`src/rtl/spawn_pkg.sv`:
```
// spawn_pkg
// Shared types and helpers for the sprite spawn schedulers.
//   sched_state_t : per-frame scheduler FSM encoding
//   RAND_W        : width of the random word from the random generator
//   popcount()    : number of set bits in an up-to-8-bit vector
package spawn_pkg;

    typedef enum logic [1:0] {
        IDLE,
        SAMPLE,
        ARB,
        ISSUE
    } sched_state_t;

    localparam int RAND_W = 20;

    function automatic int popcount(input logic [7:0] v);
        int c;
        c = 0;
        for (int i = 0; i < 8; i++) begin
            c += int'(v[i]);
        end
        return c;
    endfunction

endpackage

```
`src/rtl/rr_arbiter.sv`:
```
// rr_arbiter
// Combinational round-robin picker: selects the first requesting lane at or
// after ptr, wrapping modulo N.
// Ports:
//   req       in  N   request vector
//   ptr       in  PW  lane where the search starts (must be < N)
//   grant     out N   one-hot of the selected lane, zero if none requests
//   grant_idx out PW  index of the selected lane (0 when none)
//   grant_any out 1   at least one lane requested
module rr_arbiter #(
    parameter int N  = 3,
    parameter int PW = (N > 1) ? $clog2(N) : 1
) (
    input  logic [N-1:0]  req,
    input  logic [PW-1:0] ptr,
    output logic [N-1:0]  grant,
    output logic [PW-1:0] grant_idx,
    output logic          grant_any
);

    function automatic int wrap_idx(input int p, input int k);
        return (p + k) % N;
    endfunction

    always_comb begin
        grant     = '0;
        grant_idx = '0;
        grant_any = 1'b0;
        for (int k = 0; k < N; k++) begin
            if (!grant_any && req[wrap_idx(int'(ptr), k)]) begin
                grant_any                      = 1'b1;
                grant[wrap_idx(int'(ptr), k)]  = 1'b1;
                grant_idx                      = PW'(wrap_idx(int'(ptr), k));
            end
        end
    end

endmodule

```
`src/rtl/spawn_scheduler.sv`:
```
// spawn_scheduler
// Per-frame arbiter deciding which spawn lane may launch a new sprite.
// Samples the random word once per frame, filters lanes by cooldown,
// lane-busy and a global active-sprite cap, and issues at most one one-hot
// spawn enable per frame, round-robin fair, held until the next issue.
// Optional build macro SPAWN_SCHED_STATS_EN adds grant/deny counters.
// Ports:
//   clk          in  1          system clock
//   rst_n        in  1          asynchronous active-low reset
//   frame_tick   in  1          one-cycle pulse per frame
//   enable       in  1          gameplay active; no grants when low
//   rand_in      in  RAND_W     random word
//   slot_active  in  NUM_LANES  busy flags from the spawn instances
//   spawn_en     out NUM_LANES  one-hot or zero, held between issues
//   grant_valid  out 1          spawn_en is nonzero
//   overrun      out 1          sticky: frame_tick seen outside IDLE
//   grant_count  out 16         (SPAWN_SCHED_STATS_EN) grants issued
//   deny_count   out 16         (SPAWN_SCHED_STATS_EN) frames with requests but no grant
//
// state  | meaning
// IDLE   | wait for frame_tick; age cooldowns once per accepted tick
// SAMPLE | register per-lane requests from rand_in
// ARB    | filter requests, register round-robin pick
// ISSUE  | drive spawn_en, load cooldown, advance pointer
module spawn_scheduler
    import spawn_pkg::*;
#(
    parameter int NUM_LANES  = 3,
    parameter int REQ_BITS   = 3,
    parameter int COOLDOWN   = 8,
    parameter int MAX_ACTIVE = 2
) (
    input  logic                 clk,
    input  logic                 rst_n,
    input  logic                 frame_tick,
    input  logic                 enable,
    input  logic [RAND_W-1:0]    rand_in,
    input  logic [NUM_LANES-1:0] slot_active,
    output logic [NUM_LANES-1:0] spawn_en,
    output logic                 grant_valid,
    output logic                 overrun
`ifdef SPAWN_SCHED_STATS_EN
    ,
    output logic [15:0]          grant_count,
    output logic [15:0]          deny_count
`endif
);

    localparam int PW = (NUM_LANES > 1) ? $clog2(NUM_LANES) : 1;
    localparam int USED_W = NUM_LANES * REQ_BITS;

    if (USED_W > RAND_W) begin : g_width_err
        $error("spawn_scheduler: NUM_LANES*REQ_BITS exceeds rand_in width");
    end

    sched_state_t         state;
    logic [NUM_LANES-1:0] req_q;
    logic [NUM_LANES-1:0] pick_q;
    logic [PW-1:0]        pick_idx_q;
    logic                 pick_any_q;
    logic [PW-1:0]        rr_ptr;
    logic [7:0]           cool [NUM_LANES];

    logic [NUM_LANES-1:0] req_now;
    logic [NUM_LANES-1:0] elig;
    logic [NUM_LANES-1:0] arb_grant;
    logic [PW-1:0]        arb_idx;
    logic                 arb_any;
    logic                 cap_ok;
    logic [PW-1:0]        ptr_next;

    assign cap_ok = popcount(8'(slot_active)) < MAX_ACTIVE;

    for (genvar i = 0; i < NUM_LANES; i++) begin : g_lane
        assign req_now[i] = &rand_in[i*REQ_BITS +: REQ_BITS];
        assign elig[i]    = req_q[i] & ~slot_active[i] & (cool[i] == 8'd0)
                            & enable & cap_ok;
    end

    if (USED_W < RAND_W) begin : g_spare_bits
        logic unused_rand;
        assign unused_rand = ^rand_in[RAND_W-1:USED_W];
    end

    rr_arbiter #(
        .N  (NUM_LANES),
        .PW (PW)
    ) u_rr (
        .req       (elig),
        .ptr       (rr_ptr),
        .grant     (arb_grant),
        .grant_idx (arb_idx),
        .grant_any (arb_any)
    );

    assign ptr_next = (pick_idx_q == PW'(NUM_LANES - 1)) ? '0 : pick_idx_q + 1'b1;

    always_ff @(posedge clk or negedge rst_n) begin
        if (!rst_n) begin
            state       <= IDLE;
            spawn_en    <= '0;
            grant_valid <= 1'b0;
            overrun     <= 1'b0;
            rr_ptr      <= '0;
            req_q       <= '0;
            pick_q      <= '0;
            pick_idx_q  <= '0;
            pick_any_q  <= 1'b0;
            for (int i = 0; i < NUM_LANES; i++) begin
                cool[i] <= 8'd0;
            end
`ifdef SPAWN_SCHED_STATS_EN
            grant_count <= 16'd0;
            deny_count  <= 16'd0;
`endif
        end else begin
            // A tick that lands mid-frame is dropped; only the flag records it.
            if (frame_tick && state != IDLE) begin
                overrun <= 1'b1;
            end

            case (state)
                IDLE: begin
                    if (frame_tick) begin
                        for (int i = 0; i < NUM_LANES; i++) begin
                            if (cool[i] != 8'd0) begin
                                cool[i] <= cool[i] - 8'd1;
                            end
                        end
                        state <= SAMPLE;
                    end
                end
                SAMPLE: begin
                    req_q <= req_now;
                    state <= ARB;
                end
                ARB: begin
                    pick_q     <= arb_grant;
                    pick_idx_q <= arb_idx;
                    pick_any_q <= arb_any;
                    state      <= ISSUE;
                end
                ISSUE: begin
                    spawn_en    <= pick_q;
                    grant_valid <= pick_any_q;
                    if (pick_any_q) begin
                        cool[pick_idx_q] <= 8'(COOLDOWN);
                        rr_ptr           <= ptr_next;
                    end
`ifdef SPAWN_SCHED_STATS_EN
                    if (pick_any_q) begin
                        grant_count <= grant_count + 16'd1;
                    end else if (|req_q) begin
                        deny_count <= deny_count + 16'd1;
                    end
`endif
                    state <= IDLE;
                end
                default: state <= IDLE;
            endcase
        end
    end

endmodule

```
`config.mk`:
```
export PLATFORM = sky130hd
export DESIGN_NAME = spawn_scheduler
export DESIGN_NICKNAME = d
export VERILOG_FILES = /design/src/rtl/spawn_pkg.sv /design/src/rtl/rr_arbiter.sv /design/src/rtl/spawn_scheduler.sv
export SDC_FILE = /design/constraint.sdc
export NUM_CORES = 1
export LEC_CHECK = 0
export BUFFER_PORTS_ARGS = -buffer_cell sky130_fd_sc_hd__buf_2
export CORE_ASPECT_RATIO = 1.25
export CORE_MARGIN = 5
export CORE_UTILIZATION = 33
export CTS_BUF_LIST = sky130_fd_sc_hd__clkbuf_8
export CTS_CLUSTER_DIAMETER = 60
export DETAILED_ROUTE_END_ITERATION = 10
export PLACE_DENSITY_LB_ADDON = 0.15
export SLEW_MARGIN = 20
export SYNTH_ARGS = -nofsm -noshare
export SYNTH_HDL_FRONTEND = slang
export SYNTH_SLANG_ARGS = --single-unit
```
`constraint.sdc`:
```
create_clock -name clk -period 3.23 [get_ports clk]
set_clock_uncertainty 0.15 [all_clocks]
set_input_delay 0.1615 -clock clk [delete_from_list [all_inputs] [get_ports clk]]
set_output_delay 0.1615 -clock clk [all_outputs]
set_load 0.05 [all_outputs]
```
# Word-level counts from Yosys, hierarchy flattened
# Index checks and enable logic that the tools add are counted.
# W data, S select, Z words.
dict set report classes {
  n_addsub 8
  mul 0
  div 3
  magnitude_cmp 9
  n_eq_ne 9
  n_shift 0
  n_mux 35
  bitwise 21
  n_reduce_logical 25
}
# cell count
set ops {}
lappend ops {{$ge A32 B1 Y1 const B} 3}
lappend ops {{$lt A32 B4 Y1 const B} 3}
lappend ops {{$mod A32 B3 Y32 const B} 2}
lappend ops {{$mux W24} 2}
lappend ops {{$pmux W24 S2} 1}
lappend ops {{$mod A3 B3 Y32 const B} 1}
lappend ops {{$mux W8} 4}
lappend ops {{$logic_not A8 Y1} 3}
lappend ops {{$reduce_bool A8 Y1} 3}
lappend ops {{$sub A8 B1 Y8 const B} 3}
lappend ops {{$and A21 B21 Y21} 1}
lappend ops {{$not A21 Y21} 1}
lappend ops {{$demux W8 S2} 1}
lappend ops {{$and A1 B1 Y1} 12}
lappend ops {{$mux W1} 12}
lappend ops {{$reduce_and A4 Y1} 3}
lappend ops {{$mux W2} 5}
lappend ops {{$ne A2 B2 Y1 const B} 5}
lappend ops {{$mux W3} 3}
lappend ops {{$or A3 B3 Y3} 3}
lappend ops {{$reduce_and A3 Y1} 3}
lappend ops {{$pmux W2 S4} 1}
lappend ops {{$logic_and A1 B1 Y1} 7}
lappend ops {{$bmux W1 S2} 3}
lappend ops {{other kinds (17)} 25}
dict set report totals {
  reg_bits 42
  latchBits 0
  ramBits 0
  rom_bits 0
  output_inout_bits 5
  elab_cells 122
  mem_count 0
}

# Logic depth before layout (Yosys ltp)
# Gate-level depths: netlist of run 1.
dict set report depth {
  word_depth 15
  mapped_depth 9
  ltp_nobuf 8
}

# Cells and area by module
# From an unflattened synthesis of run 1, not the netlist that was laid out.
dict set report hier_totals {
  hier_cells 282
  area_unflattened_um2 2747.6
}
# mod instances cells_per_inst area_each_um2 seq_area_each_um2
set modules_own_cells {}
lappend modules_own_cells {spawn_scheduler 1 230 2366.0 1051.0}
lappend modules_own_cells {rr_arbiter 1 52 381.6 0.0}

# Least setup slack after synthesis of run 1
# OpenSTA, ideal clock, no wires.
dict set report synth_path {
  path_kind {flip-flop to flip-flop}
  from {register state[0]}
  to {register cool[15] (netlist name)}
  setup_time_ns 0.128
  arrival_ns 1.745
  t_required_ns 2.952
  setup_slack_ns 1.207
  path_stages_with_launch 10
  n_path_buf 2
  path_cell_list {dfrtp_1 -> ha_1 -> buf_2 -> inv_1 -> clkbuf_1 -> nand4_1 -> nor2_1 -> a21oi_1 -> o21ai_0 -> o31ai_1}
}
dict set report synth_via {
  elab_chain_cells 3
  elab_cells_between_ends 8
  classes_between {4 x eq/ne; 1 x mux; 3 x reduce/logical}
}
# element line_no
set synth_rtl {}
lappend synth_rtl {{start, declared} spawn_scheduler.sv:56} ;# sched_state_t state;
lappend synth_rtl {{start signal, assigned} spawn_scheduler.sv:100} ;# state <= IDLE;
lappend synth_rtl {{start signal, assigned} spawn_scheduler.sv:130} ;# state <= SAMPLE;
lappend synth_rtl {{start signal, assigned} spawn_scheduler.sv:135} ;# state <= ARB;
lappend synth_rtl {{$eq A2 B2 Y1 / $logic_not A2 Y1 (equally long branches)} spawn_scheduler.sv:122} ;# case (state)
lappend synth_rtl {{$ne A2 B2 Y1 (no source line) / $reduce_bool A2 Y1 (equally long branches)} -}
lappend synth_rtl {{$reduce_and A4 Y1 (no source line)} -}
lappend synth_rtl {{end signal, assigned by index} spawn_scheduler.sv:127} ;# cool[i] <= cool[i] - 8'd1;
lappend synth_rtl {{end signal, assigned by index} spawn_scheduler.sv:147} ;# cool[pick_idx_q] <= 8'(COOLDOWN);
lappend synth_rtl {{end, declared} spawn_scheduler.sv:62} ;# logic [7:0] cool [NUM_LANES];
# Parallel ways exist; a longest one is shown, timed or not.
# A chain may end at the register's enable or synchronous reset.

# Worst setup path after layout of run 1
dict set report layout_path {
  from {register state[1]}
  to {register cool[19] (netlist name)}
}
# Same word-level chain as after synthesis.

==> tab_implementation.tex, run 1 <==
\begin{tabular}{lr}
\hline
Metric & Value \\
\hline
\multicolumn{2}{l}{\textbf{Global route}} \\
\quad Via count of the first global-routing pass & 2100 \\
\quad Overall global routing resource usage & 12.9\% \\
\quad Global-route wire length before repair & 9870 um \\
\quad Pin count of the biggest net entering global routing & 43 \\
\quad Residual overflow from global routing & 0 \\
\quad Initial antenna violation count & 0 \\
\multicolumn{2}{l}{\textbf{Pwr}} \\
\quad Proportion of power drawn by the clock network & 13.3\% \\
\quad Maximum resistive drop on vdd & 0.261 mV \\
\quad Sequential share of power & 37.2\% \\
\quad Switching Fraction & 45.2\% \\
\quad Combinational cell fraction of total power & 49.5\% \\
\quad Switching power total & 0.00111 W \\
\quad Leakage power summed over all cells & 1.31 nW \\
\quad Internal power & 0.00134 W \\
\quad Power per cell area & 826 mW/mm\^{}2 \\
\multicolumn{2}{l}{\textbf{Synthesis}} \\
\quad Average footprint of a synthesized cell & 9.01 sq um \\
\quad Dominant register cell in the synthesized netlist & dfrtp\_1 \\
\quad Post-synth net total & 326 \\
\quad Number of flops mapped to enable cells by yosys & 0 \\
\quad Area of the mapped netlist & 0.00256 sq mm \\
\quad Sequential cell area fraction in the yosys report & 41.1\% \\
\quad Number of synthesized register bits & 42 \\
\quad Synthesized netlist cell count & 284 \\
\quad Share of flip-flops with an asynchronous set or reset after synthesis & 100\% \\
\quad Yosys warning count & 0 \\
\quad Distinct cell type count after synthesis & 51 \\
\multicolumn{2}{l}{\textbf{Detailed routing}} \\
\quad Post-Route WL & 5620 um \\
\quad Final routed DRC violation total & 0 \\
\quad Total iterations of the first detailed-routing run & 4 \\
\quad Final ANT Viol Nets & 0 \\
\quad Vias post-DR & 2169 \\
\quad Drt wl/cell & 13.6 um \\
\quad Number of violations reported at the end of detailed-routing iteration 0 & 112 \\
\quad Avg Vias per Cell & 5.26 \\
\multicolumn{2}{l}{\textbf{CTS}} \\
\quad Root buf cell & clkbuf\_8 \\
\quad Number of buffers inserted to repair setup after CTS & 0 \\
\quad Number of buffers between clock root and the deepest sink & 2 \\
\quad Cts bufs inserted & 5 \\
\quad Count of instances resized after the clock tree is built & 0 \\
\quad Clk pin slew, worst setup/hold paths & 80 ps \\
\quad Worst-Skew Late Latency & 290 ps \\
\quad Clock tree from TritonCTS & yes \\
\quad CTS H-tree depth & 2 \\
\quad Clock Sink Count & 42 \\
\multicolumn{2}{l}{\textbf{Setup path}} \\
\quad Type of the worst setup path & reg -> reg \\
\quad Worst Setup Start Kind & flop \\
\quad Max Fanout on Critical Path & 12 \\
\quad Largest stage delay on the critical path & 410 ps \\
\quad Crit path required time & 3260 ps \\
\quad Endpoint arrival time on the critical path & 2580 ps \\
\quad Endpoint class of the critical path & flop \\
\quad CP cell instances & ha\_1 -> inv\_1 -> buf\_4 -> a21boi\_0 -> o21bai\_1 -> o21bai\_1 -> o2bb2a\_1 \\
\quad Crit path max-delay cell type & o21bai\_1 \\
\quad Critical Path Most Common Cell & o21bai\_1 \\
\multicolumn{2}{l}{\textbf{STA}} \\
\quad Max frequency & 393 MHz \\
\quad Setup slack after layout & 685 ps \\
\quad Actual slew at the worst max-slew pin & 748 ps \\
\quad Fin. max-slew vios & 0 \\
\quad Rel. slew slack & 50.0\% \\
\quad RSZ-0062 raised after global routing & no \\
\quad Final count of negative-setup-slack endpoints & 0 \\
\quad Tcrit/Tclk final & 78.8\% \\
\quad Hold violation count in the final report & 0 \\
\quad Setup Total Neg Slack & 0 ps \\
\quad Post-layout minimum cycle time & 2550 ps \\
\multicolumn{2}{l}{\textbf{Die}} \\
\quad Starting Density & 33.2\% \\
\quad Floorplan core area & 0.00770 sq mm \\
\quad Overall die width & 88.7 um \\
\quad Vertical extent of the die & 108 um \\
\quad Overall die area & 0.00962 sq mm \\
\quad Cell Rows & 36 \\
\quad Boundary pin count & 32 \\
\multicolumn{2}{l}{\textbf{Layout}} \\
\quad Number of nets in the layout & 359 \\
\quad Area added between synthesis and finish & 16.0\% \\
\quad Layout filler cell count & 792 \\
\quad Share of layout cells above drive strength 1 & 15.5\% \\
\quad Number of antenna cells inserted & 0 \\
\multicolumn{2}{l}{\textbf{Run}} \\
\quad Max\_cap viols & 0 \\
\multicolumn{2}{l}{\textbf{Placed design}} \\
\quad Count of buffers from port buffering & 20 \\
\quad Post-detailed-placement half-perimeter wirelength & 4100 um \\
\quad Worst setup timing slack at the placement stage & 691 ps \\
\quad Routability cong. & 0.795 \\
\multicolumn{2}{l}{\textbf{Hold path}} \\
\quad Worst hold path type & in -> async \\
\multicolumn{2}{l}{\textbf{Outcome}} \\
\quad Outcome & complete, no violations \\
\hline
\end{tabular}
critical path, delay by kind of cell (launching register included):
| family | cells | cell delay, ps |
|---|---|---|
| AO/OA/AOI/OAI | 4 | 1280 |
| adder cells (fa/ha/maj) | 1 | 360 |
| buffers and inverters | 2 | 260 |
| flip-flops | 1 | 380 |
timing repair:
action / 4_1_cts / 5_1_grt
hold endpoints to repair: 47 / 0
hold buffers: 8 / 0
setup endpoints to repair: 0 / 0
kinds of logic (layout without fill, tap and decap cells):
kind of cell,Yosys count,in the layout,synth area share (%)
AOI/OAI and AO/OA,94,94,23.4
buffers and inverters,34,67,5.14
adders and majority gates,15,15,7.34
and+or+nand+nor,93,93,20.5
muxes,6,6,2.54
DFF,42,42,41.1
cell usage after synthesis, types with 3 or more instances:
library cell / n / share of area, %
a21o_1: 5 / 1.5
ha_1: 15 / 7.3
mux2_2: 4 / 1.8
inv_1: 26 / 3.8
nand4_1: 9 / 2.2
nand2b_1: 5 / 1.2
or3_1: 4 / 0.98
nand3_1: 3 / 0.59
dfrtp_1: 42 / 41
nand2_1: 21 / 3.1
nor4_1: 4 / 0.98
o21bai_1: 4 / 1.2
nor2b_1: 3 / 0.73
a31oi_1: 3 / 0.73
a21oi_1: 22 / 4.3
o31ai_1: 8 / 2.3
nor3_1: 6 / 1.2
clkbuf_1: 5 / 0.73
o21ai_0: 31 / 6.1
nor2_1: 23 / 3.4
registers in the layout (all words and copies together) (netlist names):
signal	cells
cool	24
overrun	1
pick_any_q	1
rr_ptr	2
grant_valid	1
pick_idx_q	2
req_q	3
spawn_en	3
pick_q	3
state	2
power groups by stage:
stage | clock [W] | combinational, W | sequential (W)
floorplan | 0 | 0.000916 | 0.000898
global placement | 0 | 0.00121 | 0.000920
detailed placement | 0 | 0.00121 | 0.000921
CTS | 0.000342 | 0.00122 | 0.000914
global route | 0.000359 | 0.00141 | 0.000946
finish | 0.000327 | 0.00121 | 0.000911
cell usage in the layout (no fill, tap or decap), drive strengths merged, types with 2 or more instances in the layout:
| cell | netlist | layout |
|---|---|---|
| nor2 | 23 | 23 |
| nand3 | 4 | 4 |
| clkinv | 0 | 2 |
| nor4 | 5 | 5 |
| nor2b | 3 | 3 |
| nand4b | 2 | 2 |
| mux2 | 4 | 4 |
| dfrtp | 42 | 42 |
| o21bai | 4 | 4 |
| buf | 2 | 26 |
| mux2i | 2 | 2 |
| nor3 | 7 | 7 |
| nand3b | 2 | 2 |
| a211o | 2 | 2 |
| inv | 26 | 26 |
| o21ai | 31 | 31 |
| nand4 | 9 | 9 |
| o311ai | 2 | 2 |
| o31ai | 8 | 8 |
| nand2 | 21 | 21 |
| a31oi | 3 | 3 |
| nand2b | 5 | 5 |
| or3 | 4 | 4 |
| a21oi | 22 | 22 |
| a21boi | 2 | 2 |
| or2 | 2 | 2 |
| o41ai | 2 | 2 |
| a21o | 5 | 5 |
| clkbuf | 6 | 5 |
| o32ai | 2 | 2 |
| dlygate4sd3 | 0 | 8 |
| a31o | 2 | 2 |
| ha | 15 | 15 |
per-stage QoR:
step | utilization [%] | hold slack, ps | cells | total power [W] | instance area [sq um]
final | 38.5 | 208 | 412 | 0.00245 | 2970
after global routing | 38.5 | 276 | 412 | 0.00272 | 2970
after CTS | 38.2 | 320 | 411 | 0.00248 | 2940
after detailed placement | 36.1 | 230 | 396 | 0.00213 | 2780
after global placement | 36.1 | 238 | 396 | 0.00213 | 2780
after floorplan | - | -284 | 284 | 0.00181 | 2560
layout make-up:
cell class              count  area, sq um  share of cell area [%]
clock buffers               5         68.8                    2.32
clock inverters             2         10.0                   0.337
inverters                  26         97.6                    3.29
multi-input cells         208         1380                    46.4
flip-flops and latches     42         1050                    35.4
well taps                  95          119                    4.01
repair buffers             34          245                    8.27
routing by layer:
metal	GRT usage (%)	vias up	part of all wire (%)
met1	16.0	1036	46
li1	-	1095	-
met3	2.29	8	3.0
met2	22.0	30	50
met5	0	-	0
met4	4.64	0	1.5
worst paths after layout:
kind,cells after the start,slack (ps),from,to
max,7,680,state[1]$_DFFE_PN0P_,cool[19]$_DFFE_PN0P_
max in group asynchronous,3,2240,rst_n,pick_idx_q[1]$_DFFE_PN0P_
min,2,210,rst_n,cool[18]$_DFFE_PN0P_
min reg2reg,1,310,overrun$_DFFE_PN0P_,overrun$_DFFE_PN0P_
max reg2reg,7,680,state[1]$_DFFE_PN0P_,cool[19]$_DFFE_PN0P_
min in group clk,1,310,overrun$_DFFE_PN0P_,overrun$_DFFE_PN0P_
(Power assumes the default switching activity.)
==> inputs of run 2 (changes only) <==
Clock period 3.23 ns to 2.6 ns, I/O delays scaled along.
==> tab_implementation.tex, run 2 (synthesis gave the netlist of run 1 again) <==
\begin{tabular}{lr}
\hline
Metric & Value \\
\hline
\multicolumn{2}{l}{\textbf{Die}} \\
\quad Floorplan core area & 0.00770 sq mm (unchanged) \\
\quad Boundary pin count & 32 (unchanged) \\
\quad Vertical extent of the die & 108 um (unchanged) \\
\quad Overall die area & 0.00962 sq mm (unchanged) \\
\quad Cell Rows & 36 (unchanged) \\
\quad Overall die width & 88.7 um (unchanged) \\
\quad Starting Density & 33.2\% (unchanged) \\
\multicolumn{2}{l}{\textbf{Global route}} \\
\quad Via count of the first global-routing pass & 2206 (+5.0\%) \\
\quad Overall global routing resource usage & 13.3\% (+0.37 points) \\
\quad Initial antenna violation count & 0 (unchanged) \\
\quad Global-route wire length before repair & 10100 um (+2.2\%) \\
\quad Pin count of the biggest net entering global routing & 43 (unchanged) \\
\quad Residual overflow from global routing & 0 (unchanged) \\
\multicolumn{2}{l}{\textbf{Detailed routing}} \\
\quad Drt wl/cell & 13.9 um (+1.5\%) \\
\quad Final ANT Viol Nets & 0 (unchanged) \\
\quad Post-Route WL & 5790 um (+3.0\%) \\
\quad Total iterations of the first detailed-routing run & 4 (unchanged) \\
\quad Final routed DRC violation total & 0 (unchanged) \\
\quad Vias post-DR & 2198 (+1.3\%) \\
\quad Avg Vias per Cell & 5.26 (-0.12\%) \\
\quad Number of violations reported at the end of detailed-routing iteration 0 & 141 (+26\%) \\
\multicolumn{2}{l}{\textbf{Layout}} \\
\quad Final non-filler cell area & 0.00302 sq mm (+1.9\%) \\
\quad Leading cell types in the layout, fill and taps excluded & dfrtp\_1, o21ai\_0, inv\_1, nor2\_1, a21oi\_1 \\
\quad Layout Cells excl Fill & 418 (+1.5\%) \\
\quad Register with the most flip-flops & cool \\
\quad Area added between synthesis and finish & 18.2\% \\
\quad Max reg flops & 24 (unchanged) \\
\quad Share of layout cells above drive strength 1 & 17.0\% (+1.6 points) \\
\quad Layout filler cell count & 781 (-1.4\%) \\
\quad Number of nets in the layout & 364 (+1.4\%) \\
\quad Most common library cell in the layout ignoring fill and taps & dfrtp\_1 \\
\quad Number of antenna cells inserted & 0 (unchanged) \\
\multicolumn{2}{l}{\textbf{CTS}} \\
\quad Count of instances resized after the clock tree is built & 0 (unchanged) \\
\quad Number of buffers between clock root and the deepest sink & 2 (unchanged) \\
\quad Clk pin slew, worst setup/hold paths & 90 ps (about the same) \\
\quad Clock Sink Count & 42 (unchanged) \\
\quad Clock tree from TritonCTS & yes \\
\quad Worst-Skew Late Latency & 300 ps (about the same) \\
\quad Cts bufs inserted & 5 (unchanged) \\
\quad CTS H-tree depth & 2 (unchanged) \\
\quad Root buf cell & clkbuf\_8 \\
\multicolumn{2}{l}{\textbf{Setup path}} \\
\quad Type of the worst setup path & reg -> reg \\
\quad Endpoint class of the critical path & flop \\
\quad Largest stage delay on the critical path & 410 ps (about the same) \\
\quad CP cell instances & ha\_1 -> nand2\_1 -> a21boi\_0 -> o21bai\_1 -> o21bai\_1 -> o2bb2a\_1 \\
\quad Critical Path Most Common Cell & o21bai\_1 \\
\quad Crit path max-delay cell type & dfrtp\_1 \\
\quad Endpoint arrival time on the critical path & 2330 ps (-250 ps) \\
\quad Crit path required time & 2640 ps (-620 ps) \\
\quad Worst Setup Start Kind & flop \\
\quad Max Fanout on Critical Path & 6 (-6) \\
\quad Number of buffers and inverters on the critical path & 0 (-2) \\
\quad CP top delay family & compound AO/OA/AOI/OAI gates \\
\multicolumn{2}{l}{\textbf{Pwr}} \\
\quad Power per cell area & 1070 mW/mm\^{}2 (+29\%) \\
\quad Maximum resistive drop on vdd & 0.329 mV (+26\%) \\
\quad Leakage power summed over all cells & 1.33 nW (+1.9\%) \\
\multicolumn{2}{l}{\textbf{Outcome}} \\
\quad Outcome & complete, no violations \\
\multicolumn{2}{l}{\textbf{Run}} \\
\quad Max\_cap viols & 0 (unchanged) \\
\multicolumn{2}{l}{\textbf{STA}} \\
\quad Fin. max-slew vios & 0 (unchanged) \\
\quad RSZ-0062 raised after global routing & no \\
\quad Rel. slew slack & 62.6\% (+13 points) \\
\quad Hold violation count in the final report & 0 (unchanged) \\
\quad Final count of negative-setup-slack endpoints & 0 (unchanged) \\
\quad Max frequency & 437 MHz (+11\%) \\
\quad Post-layout minimum cycle time & 2290 ps (-259 ps) \\
\quad Actual slew at the worst max-slew pin & 561 ps (-187 ps) \\
\quad Tcrit/Tclk final & 87.9\% (+9.1 points) \\
\quad Setup Total Neg Slack & 0 ps (unchanged) \\
\multicolumn{2}{l}{\textbf{Placed design}} \\
\quad Post-detailed-placement half-perimeter wirelength & 4280 um (+4.3\%) \\
\quad Placed inst area & 0.00283 sq mm (+1.6\%) \\
\quad Count of buffers from port buffering & 20 (unchanged) \\
\quad DP Cell Count & 402 (+1.5\%) \\
\quad Routability cong. & 0.800 (+0.55\%) \\
\multicolumn{2}{l}{\textbf{Hold path}} \\
\quad Worst hold path type & in -> async \\
\hline
\end{tabular}
## run 2: cell types whose count changed in the layout (fill, tap and decap cells not counted), sizes merged
cell and change:
bufinv +1, buf +5, clkinv -2, clkinvlp +2
## run 2: layer usage
layer / global-route usage, % / vias up / wire, um
li1: - / 1105 / -
met1: 16.0 / 1048 / 2540
met2: 22.8 / 39 / 2910
met3: 3.13 / 6 / 253
met4: 4.43 / 0 / 85
met5: 0 / - / 0
## run 2: layout make-up
cell class	count	area, sq um	area share, %
repair buffers	39	265	8.78
clock buffers	5	68.8	2.28
clock inverters	3	45.0	1.49
well taps	95	119	3.93
flip-flops and latches	42	1050	34.8
multi-input cells	208	1380	45.5
inverters	26	97.6	3.23
## run 2: timing repair
action,4_1_cts,5_1_grt
setup endpoints to repair,0,0
buffers inserted,0,0
hold buffers,8,0
endpoints found under the hold margin,47,0
## run 2: worst paths after layout
| kind | start | end | slack [ps] | depth (start not counted) |
|---|---|---|---|---|
| worst max-delay path | state[0]$_DFFE_PN0P_ | cool[19]$_DFFE_PN0P_ | 310 | 6 |
| worst min-delay path | rst_n | cool[16]$_DFFE_PN0P_ | 190 | 2 |
| worst max register to register | state[0]$_DFFE_PN0P_ | cool[19]$_DFFE_PN0P_ | 310 | 6 |
| worst min register to register | overrun$_DFFE_PN0P_ | overrun$_DFFE_PN0P_ | 320 | 1 |
| max in group asynchronous | rst_n | cool[4]$_DFFE_PN0P_ | 1710 | 2 |
| min in group clk | slot_active[2] | pick_idx_q[1]$_DFFE_PN0P_ | 310 | 5 |
## run 2: power by group
group / total, W / leakage, nW / internal [W] / switching [W]
Sequential: 0.00113 / 0.527 / 0.000905 / 0.000227
Clock: 0.000532 / 0.0504 / 0.000286 / 0.000247
Combinational: 0.00156 / 0.756 / 0.000622 / 0.000938
Total: 0.00322 / 1.33 / 0.00181 / 0.00141
## run 2: per-stage QoR
| step | total power (W) | worst slack [ps] | hold slack (ps) | util (%) |
|---|---|---|---|---|
| after floorplan | 0.00225 | 577 | -316 | - |
| after global placement | 0.00269 | 331 | 203 | 36.7 |
| after detailed placement | 0.00271 | 288 | 210 | 36.7 |
| after CTS | 0.00328 | 288 | 290 | 39.2 |
| after global routing | 0.00357 | 120 | 284 | 39.2 |
| final | 0.00322 | 314 | 192 | 39.2 |
==> inputs of run 3 (changes only) <==
Settings changed: CORE_UTILIZATION 33 to 60.
==> tab_implementation.tex, run 3 (synthesis gave the netlist of run 1 again) <==
\begin{tabular}{lr}
\hline
Metric & Value \\
\hline
\multicolumn{2}{l}{\textbf{Placed design}} \\
\quad Count of buffers from port buffering & 20 (unchanged) \\
\quad Worst setup timing slack at the placement stage & 146 ps (-142 ps) \\
\quad Routability cong. & 0.883 (+10\%) \\
\quad Post-detailed-placement half-perimeter wirelength & 4120 um (-3.8\%) \\
\multicolumn{2}{l}{\textbf{Die}} \\
\quad Overall die area & 0.00568 sq mm (-41\%) \\
\quad Vertical extent of the die & 83.0 um (-23\%) \\
\quad Cell Rows & 26 (-28\%) \\
\quad Starting Density & 62.4\% (+29 points) \\
\quad Overall die width & 68.4 um (-23\%) \\
\quad Boundary pin count & 32 (unchanged) \\
\quad Floorplan core area & 0.00410 sq mm (-47\%) \\
\multicolumn{2}{l}{\textbf{Layout}} \\
\quad Max reg flops & 24 (unchanged) \\
\quad Sequential cell area & 0.00105 sq mm (unchanged) \\
\quad Number of antenna cells inserted & 0 (unchanged) \\
\quad Share of layout cells above drive strength 1 & 16.5\% (-0.52 points) \\
\quad Register with the most flip-flops & cool \\
\quad Area of the multi-input gates & 0.00138 sq mm (+0.27\%) \\
\quad Number of nets in the layout & 362 (-0.55\%) \\
\quad Layout filler cell count & 330 (-58\%) \\
\quad Most common library cell in the layout ignoring fill and taps & dfrtp\_1 \\
\quad Area added between synthesis and finish & 15.6\% \\
\quad Leading cell types in the layout, fill and taps excluded & dfrtp\_1, o21ai\_0, inv\_1, nor2\_1, a21oi\_1 \\
\multicolumn{2}{l}{\textbf{Setup path}} \\
\quad CP top delay family & compound AO/OA/AOI/OAI gates \\
\quad CP cell instances & ha\_1 -> inv\_1 -> a21boi\_0 -> o21bai\_1 -> o21bai\_1 -> o2bb2a\_1 \\
\quad Type of the worst setup path & reg -> reg \\
\quad Crit path max-delay cell type & dfrtp\_1 \\
\quad Max Fanout on Critical Path & 9 (+3) \\
\quad Crit path required time & 2630 ps (about the same) \\
\quad Critical Path Most Common Cell & o21bai\_1 \\
\quad Endpoint class of the critical path & flop \\
\quad Endpoint arrival time on the critical path & 2420 ps (+90 ps) \\
\quad Worst Setup Start Kind & flop \\
\quad Total number of cells along the worst setup path & 6 (unchanged) \\
\quad Largest stage delay on the critical path & 380 ps (-30 ps) \\
\quad Cell depth of the worst flop-to-flop path & 6 (unchanged) \\
\quad Number of buffers and inverters on the critical path & 1 (+1) \\
\multicolumn{2}{l}{\textbf{STA}} \\
\quad Post-layout minimum cycle time & 2390 ps (+105 ps) \\
\quad Hold violation count in the final report & 0 (unchanged) \\
\quad Max frequency & 418 MHz (-4.4\%) \\
\quad RSZ-0062 raised after global routing & no \\
\quad Final count of negative-setup-slack endpoints & 0 (unchanged) \\
\quad Actual slew at the worst max-slew pin & 906 ps (+345 ps) \\
\quad Setup Total Neg Slack & 0 ps (unchanged) \\
\quad Fin. max-slew vios & 0 (unchanged) \\
\quad Setup slack after layout & 209 ps (-105 ps) \\
\quad Rel. slew slack & 39.6\% (-23 points) \\
\quad Tcrit/Tclk final & 91.9\% (+4.0 points) \\
\multicolumn{2}{l}{\textbf{Detailed routing}} \\
\quad Vias post-DR & 2200 (+0.091\%) \\
\quad Avg Vias per Cell & 5.84 (+11\%) \\
\quad Number of violations reported at the end of detailed-routing iteration 0 & 232 (+65\%) \\
\quad Post-Route WL & 5700 um (-1.6\%) \\
\quad Final ANT Viol Nets & 0 (unchanged) \\
\quad Final routed DRC violation total & 0 (unchanged) \\
\quad Total iterations of the first detailed-routing run & 4 (unchanged) \\
\quad Drt wl/cell & 15.1 um (+9.1\%) \\
\multicolumn{2}{l}{\textbf{CTS}} \\
\quad Root buf cell & clkbuf\_8 \\
\quad Number of buffers inserted to repair setup after CTS & 0 (unchanged) \\
\quad Cts bufs inserted & 5 (unchanged) \\
\quad Worst-Skew Late Latency & 290 ps (about the same) \\
\quad Clock tree from TritonCTS & yes \\
\quad Clock Sink Count & 42 (unchanged) \\
\quad Number of buffers between clock root and the deepest sink & 2 (unchanged) \\
\quad Clk pin slew, worst setup/hold paths & 80 ps (about the same) \\
\quad CTS H-tree depth & 2 (unchanged) \\
\multicolumn{2}{l}{\textbf{Pwr}} \\
\quad Leakage power summed over all cells & 1.33 nW (-0.39\%) \\
\quad Proportion of power drawn by the clock network & 15.8\% (-0.7 points) \\
\quad Combinational cell fraction of total power & 48.8\% (+0.4 points) \\
\quad Internal power & 0.00179 W (-1.3\%) \\
\quad Switching power total & 0.00142 W (+0.77\%) \\
\quad Switching Fraction & 44.3\% (+0.52 points) \\
\quad Power per cell area & 1090 mW/mm\^{}2 (+1.8\%) \\
\quad Sequential share of power & 35.4\% (+0.3 points) \\
\quad Power consumption & 0.00321 W (-0.40\%) \\
\quad Maximum resistive drop on vdd & 0.607 mV (+85\%) \\
\multicolumn{2}{l}{\textbf{Global route}} \\
\quad Initial antenna violation count & 0 (unchanged) \\
\quad Overall global routing resource usage & 22.1\% (+8.8 points) \\
\quad Via count of the first global-routing pass & 2160 (-2.1\%) \\
\quad Met1 usage & 29.0\% (+13 points) \\
\quad Met2 GRT Util & 35.6\% (+13 points) \\
\quad Residual overflow from global routing & 0 (unchanged) \\
\quad Pin count of the biggest net entering global routing & 43 (unchanged) \\
\quad Met3 capacity usage during global routing & 3.24\% (+0.12 points) \\
\quad Global-route wire length before repair & 9810 um (-2.8\%) \\
\quad Peak-usage layer in the global routing report & met2 \\
\multicolumn{2}{l}{\textbf{Run}} \\
\quad Max\_cap viols & 0 (unchanged) \\
\multicolumn{2}{l}{\textbf{Outcome}} \\
\quad Outcome & complete, no violations \\
\multicolumn{2}{l}{\textbf{Hold path}} \\
\quad Worst hold path type & reg -> reg \\
\quad Worst Hold Path Cells & 1 \\
\hline
\end{tabular}
[run 3: cell types whose count changed in the layout (fill, tap and decap cells not counted), sizes merged]
cell / before / now
buf: 31 / 29
clkinvlp: 2 / 1
inv: 26 / 27
[run 3: timing repair]
item                                    CTS  global route
hold endpoints to repair                 47             0
endpoints found under the setup margin    0             8
hold buffers                              8             0
gates resized for setup                   0             1
[run 3: path summary, 6_finish.rpt]
kind / from / end / slack (ps)
max in group asynchronous: rst_n / cool[5]$_DFFE_PN0P_ / 1370
min in group asynchronous: rst_n / pick_any_q$_DFFE_PN0P_ / 370
hold / removal: overrun$_DFFE_PN0P_ / overrun$_DFFE_PN0P_ / 320
setup / recovery: state[0]$_DFFE_PN0P_ / cool[19]$_DFFE_PN0P_ / 210
setup reg to reg: state[0]$_DFFE_PN0P_ / cool[19]$_DFFE_PN0P_ / 210
hold reg to reg: overrun$_DFFE_PN0P_ / overrun$_DFFE_PN0P_ / 320
[run 3: power groups by stage]
stage	clock network, W	registers [W]	logic [W]
after floorplan	0	0.00112	0.00114
after global placement	0	0.00113	0.00148
after detailed placement	0	0.00114	0.00153
after CTS	0.000516	0.00113	0.00155
after global routing	0.000545	0.00118	0.00178
final	0.000508	0.00114	0.00157
[run 3: layout make-up]
| cell class | instances | area share (%) |
|---|---|---|
| well taps | 56 | 2.37 |
| clock buffers | 5 | 2.33 |
| multi-input cells | 208 | 46.7 |
| inverters | 26 | 3.30 |
| repair buffers | 37 | 8.38 |
| clock inverters | 3 | 1.40 |
| flip-flops and latches | 42 | 35.6 |
[run 3: per-layer routing]
metal | share of wire, % | wire [um] | vias to the layer above
met5 | 0 | 0 | -
met1 | 44 | 2530 | 1058
met3 | 2.4 | 136 | 6
li1 | - | - | 1103
met4 | 1.3 | 76 | 0
met2 | 52 | 2960 | 33
[run 3: metrics by stage]
step / instance area (sq um) / utilization [%] / std cells / hold WS [ps]
floorplan: 2560 / - / 284 / -316
global placement: 2760 / 67.4 / 361 / 165
detailed placement: 2760 / 67.4 / 361 / 179
CTS: 2950 / 72.0 / 377 / 319
global route: 2960 / 72.1 / 377 / 357
finish: 2960 / 72.1 / 377 / 323
